File: src/rtl/fft_pkg.sv
// Shared definitions for the FFT datapath slice.
//
// Holds the sample and packed-word geometry, the frame/capture-slot timing
// constants and the serializer state encoding used by fft_demux and
// lane_serializer.
package fft_pkg;

    localparam int DW       = 34;               // 17-bit real + 17-bit imag
    localparam int LANES    = 4;                // samples per packed word
    localparam int FRAME    = 16;               // frame length in cycles
    localparam int CAP_SLOT = 2;                // slot whose word is serialized

    localparam int WORD_W   = DW * LANES;
    localparam int SLOT_W   = $clog2(FRAME);
    localparam int IDX_W    = $clog2(LANES);

    typedef logic [DW-1:0]      sample_t;
    typedef sample_t [LANES-1:0] word_t;        // lane k sits at [DW*k +: DW]

    typedef enum logic {
        IDLE  = 1'b0,
        SHIFT = 1'b1
    } ser_state_t;

endpackage

File: src/rtl/lane_serializer.sv
// Lane serializer: captures one packed word and emits its lanes one at a
// time, lane 0 first, over a ready/valid handshake.
//
// Ports:
//   clk, rst_n  - clock, asynchronous active-low reset
//   capture     - load cap_word this cycle (one cycle strobe)
//   cap_word    - packed word to serialize
//   ser_ready   - downstream accepts ser_data
//   ser_data    - current lane, 0 while idle
//   ser_valid   - ser_data is valid
//   overflow    - sticky, a capture arrived while a burst was in progress
module lane_serializer
    import fft_pkg::*;
(
    input  logic              clk,
    input  logic              rst_n,
    input  logic              capture,
    input  logic [WORD_W-1:0] cap_word,
    input  logic              ser_ready,
    output logic [DW-1:0]     ser_data,
    output logic              ser_valid,
    output logic              overflow
);

    localparam logic [IDX_W-1:0] LAST_IDX = IDX_W'(LANES - 1);

    ser_state_t       state, state_next;
    logic [IDX_W-1:0] idx, idx_next;
    word_t            lanes, lanes_next;
    logic             overflow_next;
    logic             last_handshake;

    // Handshake on the final lane frees the buffer this very edge, so a
    // capture landing on it is a legal reload rather than an overflow.
    assign last_handshake = (state == SHIFT) && ser_ready && (idx == LAST_IDX);

    always_ff @(posedge clk or negedge rst_n) begin
        if (!rst_n) begin
            state    <= IDLE;
            idx      <= '0;
            lanes    <= '0;
            overflow <= 1'b0;
        end else begin
            state    <= state_next;
            idx      <= idx_next;
            lanes    <= lanes_next;
            overflow <= overflow_next;
        end
    end

    always_comb begin
        state_next    = state;
        idx_next      = idx;
        lanes_next    = lanes;
        overflow_next = overflow;
        case (state)
            IDLE: begin
                if (capture) begin
                    lanes_next = cap_word;
                    idx_next   = '0;
                    state_next = SHIFT;
                end
            end
            SHIFT: begin
                if (last_handshake) begin
                    if (capture) begin
                        lanes_next = cap_word;
                        idx_next   = '0;
                    end else begin
                        state_next = IDLE;
                    end
                end else begin
                    // Busy: the current burst keeps going, a new word is lost.
                    if (ser_ready) begin
                        idx_next = idx + 1'b1;
                    end
                    if (capture) begin
                        overflow_next = 1'b1;
                    end
                end
            end
            default: state_next = IDLE;
        endcase
    end

    // Outputs depend on registers only; data is forced to 0 while idle so a
    // stale lane never leaks onto the bus.
    assign ser_valid = (state == SHIFT);
    assign ser_data  = ser_valid ? lanes[idx] : '0;

endmodule

File: src/rtl/fft_demux.sv
// Frame-slot demultiplexer on the FFT stage output bus.
//
// Every accepted word is routed to bus 1 or bus 2 by demux_flag, except in
// the capture slot of each 16-cycle frame, where it is handed to the lane
// serializer instead.
//
// Ports:
//   clk, rst_n                - clock, asynchronous active-low reset
//   data_in, in_valid         - packed 4-lane input word and its valid
//   demux_flag                - 1 selects bus 1, 0 selects bus 2
//   data_out_1, out_valid_1   - registered bus 1 word and one-cycle pulse
//   data_out_2, out_valid_2   - registered bus 2 word and one-cycle pulse
//   ser_data, ser_valid       - serialized lane stream
//   ser_ready                 - downstream ready for the serial stream
//   overflow                  - sticky dropped-capture flag
module fft_demux
    import fft_pkg::*;
(
    input  logic              clk,
    input  logic              rst_n,
    input  logic [WORD_W-1:0] data_in,
    input  logic              in_valid,
    input  logic              demux_flag,
    output logic [WORD_W-1:0] data_out_1,
    output logic              out_valid_1,
    output logic [WORD_W-1:0] data_out_2,
    output logic              out_valid_2,
    output logic [DW-1:0]     ser_data,
    output logic              ser_valid,
    input  logic              ser_ready,
    output logic              overflow
);

    localparam logic [SLOT_W-1:0] CAP_SLOT_V = SLOT_W'(CAP_SLOT);
    localparam logic [SLOT_W-1:0] LAST_SLOT  = SLOT_W'(FRAME - 1);

    logic [SLOT_W-1:0] slot;
    logic              capture;
    logic              route_1;
    logic              route_2;

    // Capture steals the word outright; demux_flag is irrelevant in that slot.
    assign capture = in_valid && (slot == CAP_SLOT_V);
    assign route_1 = in_valid && !capture && demux_flag;
    assign route_2 = in_valid && !capture && !demux_flag;

    // Free-running frame position, independent of traffic.
    always_ff @(posedge clk or negedge rst_n) begin
        if (!rst_n) begin
            slot <= '0;
        end else if (slot == LAST_SLOT) begin
            slot <= '0;
        end else begin
            slot <= slot + 1'b1;
        end
    end

    // Each bus only loads when selected; the other keeps its last word.
    always_ff @(posedge clk or negedge rst_n) begin
        if (!rst_n) begin
            data_out_1  <= '0;
            out_valid_1 <= 1'b0;
            data_out_2  <= '0;
            out_valid_2 <= 1'b0;
        end else begin
            out_valid_1 <= route_1;
            out_valid_2 <= route_2;
            if (route_1) begin
                data_out_1 <= data_in;
            end
            if (route_2) begin
                data_out_2 <= data_in;
            end
        end
    end

    lane_serializer u_serializer (
        .clk       (clk),
        .rst_n     (rst_n),
        .capture   (capture),
        .cap_word  (data_in),
        .ser_ready (ser_ready),
        .ser_data  (ser_data),
        .ser_valid (ser_valid),
        .overflow  (overflow)
    );

endmodule

File: config.mk
export PLATFORM = sky130hd
export DESIGN_NAME = fft_demux
export DESIGN_NICKNAME = d
export VERILOG_FILES = /design/src/rtl/fft_pkg.sv /design/src/rtl/lane_serializer.sv /design/src/rtl/fft_demux.sv
export SDC_FILE = /design/constraint.sdc
export NUM_CORES = 1
export LEC_CHECK = 0
export CORE_MARGIN = 2
export CORE_UTILIZATION = 44
export DETAILED_ROUTE_END_ITERATION = 10
export HOLD_SLACK_MARGIN = 0.05
export PLACE_DENSITY_LB_ADDON = 0.2
export SYNTH_ARGS = -nofsm -noshare
export SYNTH_HDL_FRONTEND = slang
export SYNTH_SLANG_ARGS = --single-unit
File: constraint.sdc
create_clock -name clk -period 1.9 [get_ports clk]
set_input_delay 0.38 -clock clk [delete_from_list [all_inputs] [get_ports clk]]
set_output_delay 0.38 -clock clk [all_outputs]
set_load 0.02 [all_outputs]
* After elaboration in Yosys (flattened, before gate mapping)
Index checks and enable logic that the tools add are counted. Widths: inputs -> output; s select.
Word-level totals: output and inout bits 310, flip-flop bits (word level) 418
Cells by class: mux-type cells 14, eq/ne operators 5, $add $sub $neg 2, bitwise logic cells 2, reductions and logical operators 9, $lt $le $gt $ge 1
Operators by type and width (number):
- $mux 136 | 2
- $pmux 136 s2 | 1
- $bmux 34 s2 | 1
- $mux 34 | 2
- $logic_and 1x1->1 | 6
- $mux 2 | 3
- $add 4x1->4 const B | 1
- $eq 4x2->1 const B | 1
- $eq 4x4->1 const B | 1
- $mux 4 | 1
- $pmux 2 s2 | 1
- $lt 2x3->1 const B | 1
- $ne 3x3->1 const B | 1
- $reduce_and 3->1 | 1
- $add 2x1->2 const B | 1
- $eq 2x2->1 const B | 1
- $logic_not 1->1 | 2
- $mux 1 | 2
- $ne 2x2->1 const B | 1
- $not 1->1 | 2
- $pmux 1 s2 | 1

* Depth between registers and ports, before layout
word-level depth 5, mapped depth 8

* Modules after synthesis
From an unflattened synthesis, not the netlist that was laid out.
Second synthesis, totals: cells, all modules 1019, area total of the unflattened synthesis 17402.9 sq um
By module, submodules not included:
- fft_demux | area each 10970.5 sq um, cells an instance 595, times used 1
- lane_serializer | area each 6432.4 sq um, cells an instance 424, times used 1

* Least setup slack after synthesis
OpenSTA, ideal clock, no wires.
path type flip-flop to output port, start point register u_serializer.idx[0], end point output ser_data[10], data arrival time 1.529 ns, slack -0.009 ns, cell stages (with the launch flop) 5, required time 1.520 ns, path buffers 2, cells stage by stage dfrtp_1 buf_2 buf_4 mux4_2 and2_1
Between the ends: cells in the longest elaborated chain, start to end 3
Ends and longest elaborated chain:
- from (decl) | RTL line lane_serializer.sv:28 | logic [IDX_W-1:0] idx, idx_next;
- from (signal assigned) | RTL line lane_serializer.sv:45 | idx <= idx_next;
- $bmux 34 s2 | RTL line lane_serializer.sv:89 | assign ser_data = ser_valid ? lanes[idx] : '0;
- $mux 34 (implied by the code) | RTL line lane_serializer.sv:89
- $mux 34 | RTL line lane_serializer.sv:89
- to (decl) | RTL line fft_demux.sv:28 | output logic [DW-1:0] ser_data,
Every way passes these cells. The select of a mux whose other input is x is not followed.

* Final worst setup path
start point register u_serializer.idx[0], end point output ser_data[14]
The elaborated chain is that of the path after synthesis.

==> impl_metrics.csv <==
group,metric,value,unit
pwr,seq_power_share,38.4,%
pwr,p_int,0.0216,W
clocking,insertion_delay,0.55,ns
cells_and_area,final_nets,1682,
sta,tightest_slew,0.497,ns
drt,wl_per_cell,21.8,um
critical_path,r2r_slack,-0.16,ns
die,die_width,200,um
cells_and_area,drive_gt1_share,44.8,%
die,start_util,44.7,%
synthesis,ys_seq_elements,418,
place,hpwlAfterDp,32500,um
critical_path,path_class,"reg2out",
sta,min_period,2.48,ns
sta,finalHoldViolCount,0,
pwr,p_leak,10.5,nW
drt,drcViolationCount,0,
drt,dr.pass1.iters,4,
pwr,switching_share,28.7,%
clocking,cts.path.max_buffers,3,
pwr,pwr-share-comb,32.2,%
cells_and_area,layout_common_cells,"dfrtp_1, clkdlybuf4s50_1, mux2_2, buf_4, clkbuf_16",
sta,hold_ws,0.359,ns
die,dieArea,39800,um^2
critical_path,startpoint,"u_serializer.idx[0]",
synthesis,ys_seq_area_share,62.1,%
die,core,37700,um^2
clocking,clock_sinks,418,
critical_path,timing.rr.end,"u_serializer.lanes[18]",
clocking,htreeDepth,2,
place,gp_congestion,0.792,
sta,grt_setup_unrepaired,"yes",
synthesis,synth-main-ff-cell,"dfrtp_1",
drt,drt_iter0_drc,307,
clocking,clkTransAtPathRegs,0.06,ns
synthesis,synth_cells,982,
synthesis,yosys_warnings,0,
critical_path,required,1.52,ns
pwr,power_density,1220,nW/um^2
die,rows,71,
critical_path,reg2reg_from,"u_serializer.idx[0]",
critical_path,cp_max_fo,5,
grt,grt.total_usage,23.1,%
worst_hold_path,hp-class,"in2async",
drt,viasPerCell,5.02,
synthesis,postSynthAreaPerCell,17.1,um^2
sta,relSlewSlack,66.9,%
critical_path,worstPathArrival,2.10,ns
synthesis,synth_fp_nets,1126,
critical_path,start_kind,"flip-flop",
grt,grt_pass1_vias,11400,
drt,num_vias,10500,
die,die_h,200,um
clocking,cts_root_buf,"clkbuf_16",
synthesis,syn_area,16800,um^2
grt,grt-ovfl-total,0,
clocking,cts_made_buffers,45,
grt,grt_pass1_wl,69000,um
place,port_buffers,450,
sta,slew_violations,0,
place,placedCellCount,1973,
sta,setup_slack,-0.578,ns
outcome,status,"finished with violations",
pwr,p_clk_share,29.5,%
drt,drt_wl_total,45400,um
sta,finalClockSkew,0.0131,ns
sta,min_period_over_period,130,%
synthesis,synth_async_sr_flop_share,100,%
sta,fmax,404,MHz
sta,setup_violations,309,
synthesis,synth_edf_count,0,
clocking,cts_tree,"done",
grt,antenna_found_initial,6,
flow_run,maxCapViolations,0,
critical_path,rr_worst_depth,9,
cells_and_area,final-instance-count-excl-fill,2085,
synthesis,synthDistinctLibCells,29,
cells_and_area,layout_commonest_cell,"dfrtp_1",
drt,final_antenna_net_count,0,
grt,grt_max_degree,63,
pwr,ir_worst_vdd,0.000770,V
cells_and_area,synthToLayoutAreaGrowth,47.1,%
cells_and_area,final_util,65.8,%
critical_path,crit_path_end_kind,"output pin",
die,ioPinCount,451,
cells_and_area,fillCellCount,2791,
pwr,netSwitchingPower,0.00867,W
outcome,violations,"setup timing",
sta,tns,-34.31,ns
## state kept, by name, summed over array words and instances (netlist names)
signal,flops
data_out_1,136
data_out_2,136
out_valid_1,1
out_valid_2,1
slot,4
u_serializer.idx,2
u_serializer.lanes,136
u_serializer.overflow,1
u_serializer.ser_valid,1
## critical path, cell delays in order (launching register included)
cell and delay (ns):
dfrtp_2 0.38, buf_12 0.15, buf_12 0.13, buf_12 0.11, mux4_2 0.49, and2_4 0.17
buf_6 0.12
## cells by family (layout without fill, tap and decap cells)
| logic type | Yosys count | in the layout | synth area share [%] |
|---|---|---|---|
| mux | 443 | 443 | 32.8 |
| buf+inv | 63 | 652 | 2.65 |
| compound gates | 10 | 10 | 0.409 |
| fa+ha+maj | 3 | 3 | 0.223 |
| other cells | 0 | 3 | 0 |
| xor+xnor | 1 | 1 | 0.0520 |
| simple gates | 44 | 44 | 1.75 |
| flops | 418 | 418 | 62.1 |
## area by class of cell
| class | instances | area, um^2 | share of cell area (%) |
|---|---|---|---|
| clock buffers | 63 | 1280 | 5.18 |
| flip-flops and latches | 418 | 10500 | 42.2 |
| well taps | 511 | 639 | 2.58 |
| diodes | 3 | 7.51 | 0.0303 |
| clock inverters | 17 | 220 | 0.889 |
| multi-input cells | 501 | 6030 | 24.4 |
| inverters | 6 | 22.5 | 0.0909 |
| repair buffers | 566 | 6100 | 24.6 |
## what timing repair did
| item | in CTS | in global routing |
|---|---|---|
| setup buffers | 14 | 6 |
| gates resized for setup | 209 | 56 |
| setup endpoints to repair | 536 | 571 |
| pin swaps | 2 | 7 |
| hold buffers | 1 | 0 |
| cloned | 6 | 2 |
| endpoints found under the hold margin | 38 | 0 |
## worst max path at each step
stage | endpoint | slack [ns] | cells after the start
floorplan | ser_data[10] | -0.009 | 4
global placement | ser_data[29] | -0.36 | 4
detailed placement | ser_data[3] | -0.38 | 4
CTS | ser_data[27] | -0.73 | 5
global route | ser_data[14] | -0.64 | 6
finish | ser_data[14] | -0.58 | 6
## layer usage
layer / share of wire, % / routed length (um) / global-route usage (%) / vias up
met5: 0.035 / 16 / 0 / -
met4: 2.6 / 1170 / 8.09 / 2
met3: 7.3 / 3340 / 6.68 / 69
met2: 50 / 22500 / 38.0 / 322
met1: 41 / 18400 / 29.1 / 5433
li1: - / - / - / 4650
## cells in the mapped netlist, types with 2 or more instances
master	n	area (um^2)
nand2_1	4	15.0
inv_1	6	22.5
mux2_2	368	4140
dfrtp_1	418	10500
mux4_2	34	766
nor3b_2	2	25.0
o21ai_0	2	10.0
and2_1	34	213
clkbuf_1	7	26.3
buf_2	16	80.1
ha_1	3	37.5
buf_4	28	210
mux2_4	40	601
a22o_1	2	17.5
buf_12	4	80.1
## stage by stage
step	total power (W)	cell area [um^2]	setup slack [ns]
floorplan	0.0163	16800	-0.00915
global placement	0.0207	22700	-0.358
detailed placement	0.0208	22700	-0.379
CTS	0.0300	24500	-0.730
global route	0.0316	24800	-0.639
finish	0.0303	24800	-0.578
## power by group through the flow
stage	sequential [W]	clock, W	combinational, W
floorplan	0.0126	0	0.00371
global placement	0.0117	0	0.00898
detailed placement	0.0118	0	0.00908
CTS	0.0116	0.00911	0.00932
global route	0.0118	0.00952	0.0103
finish	0.0116	0.00892	0.00973
Note: power is estimated with default switching activity, not from simulation.
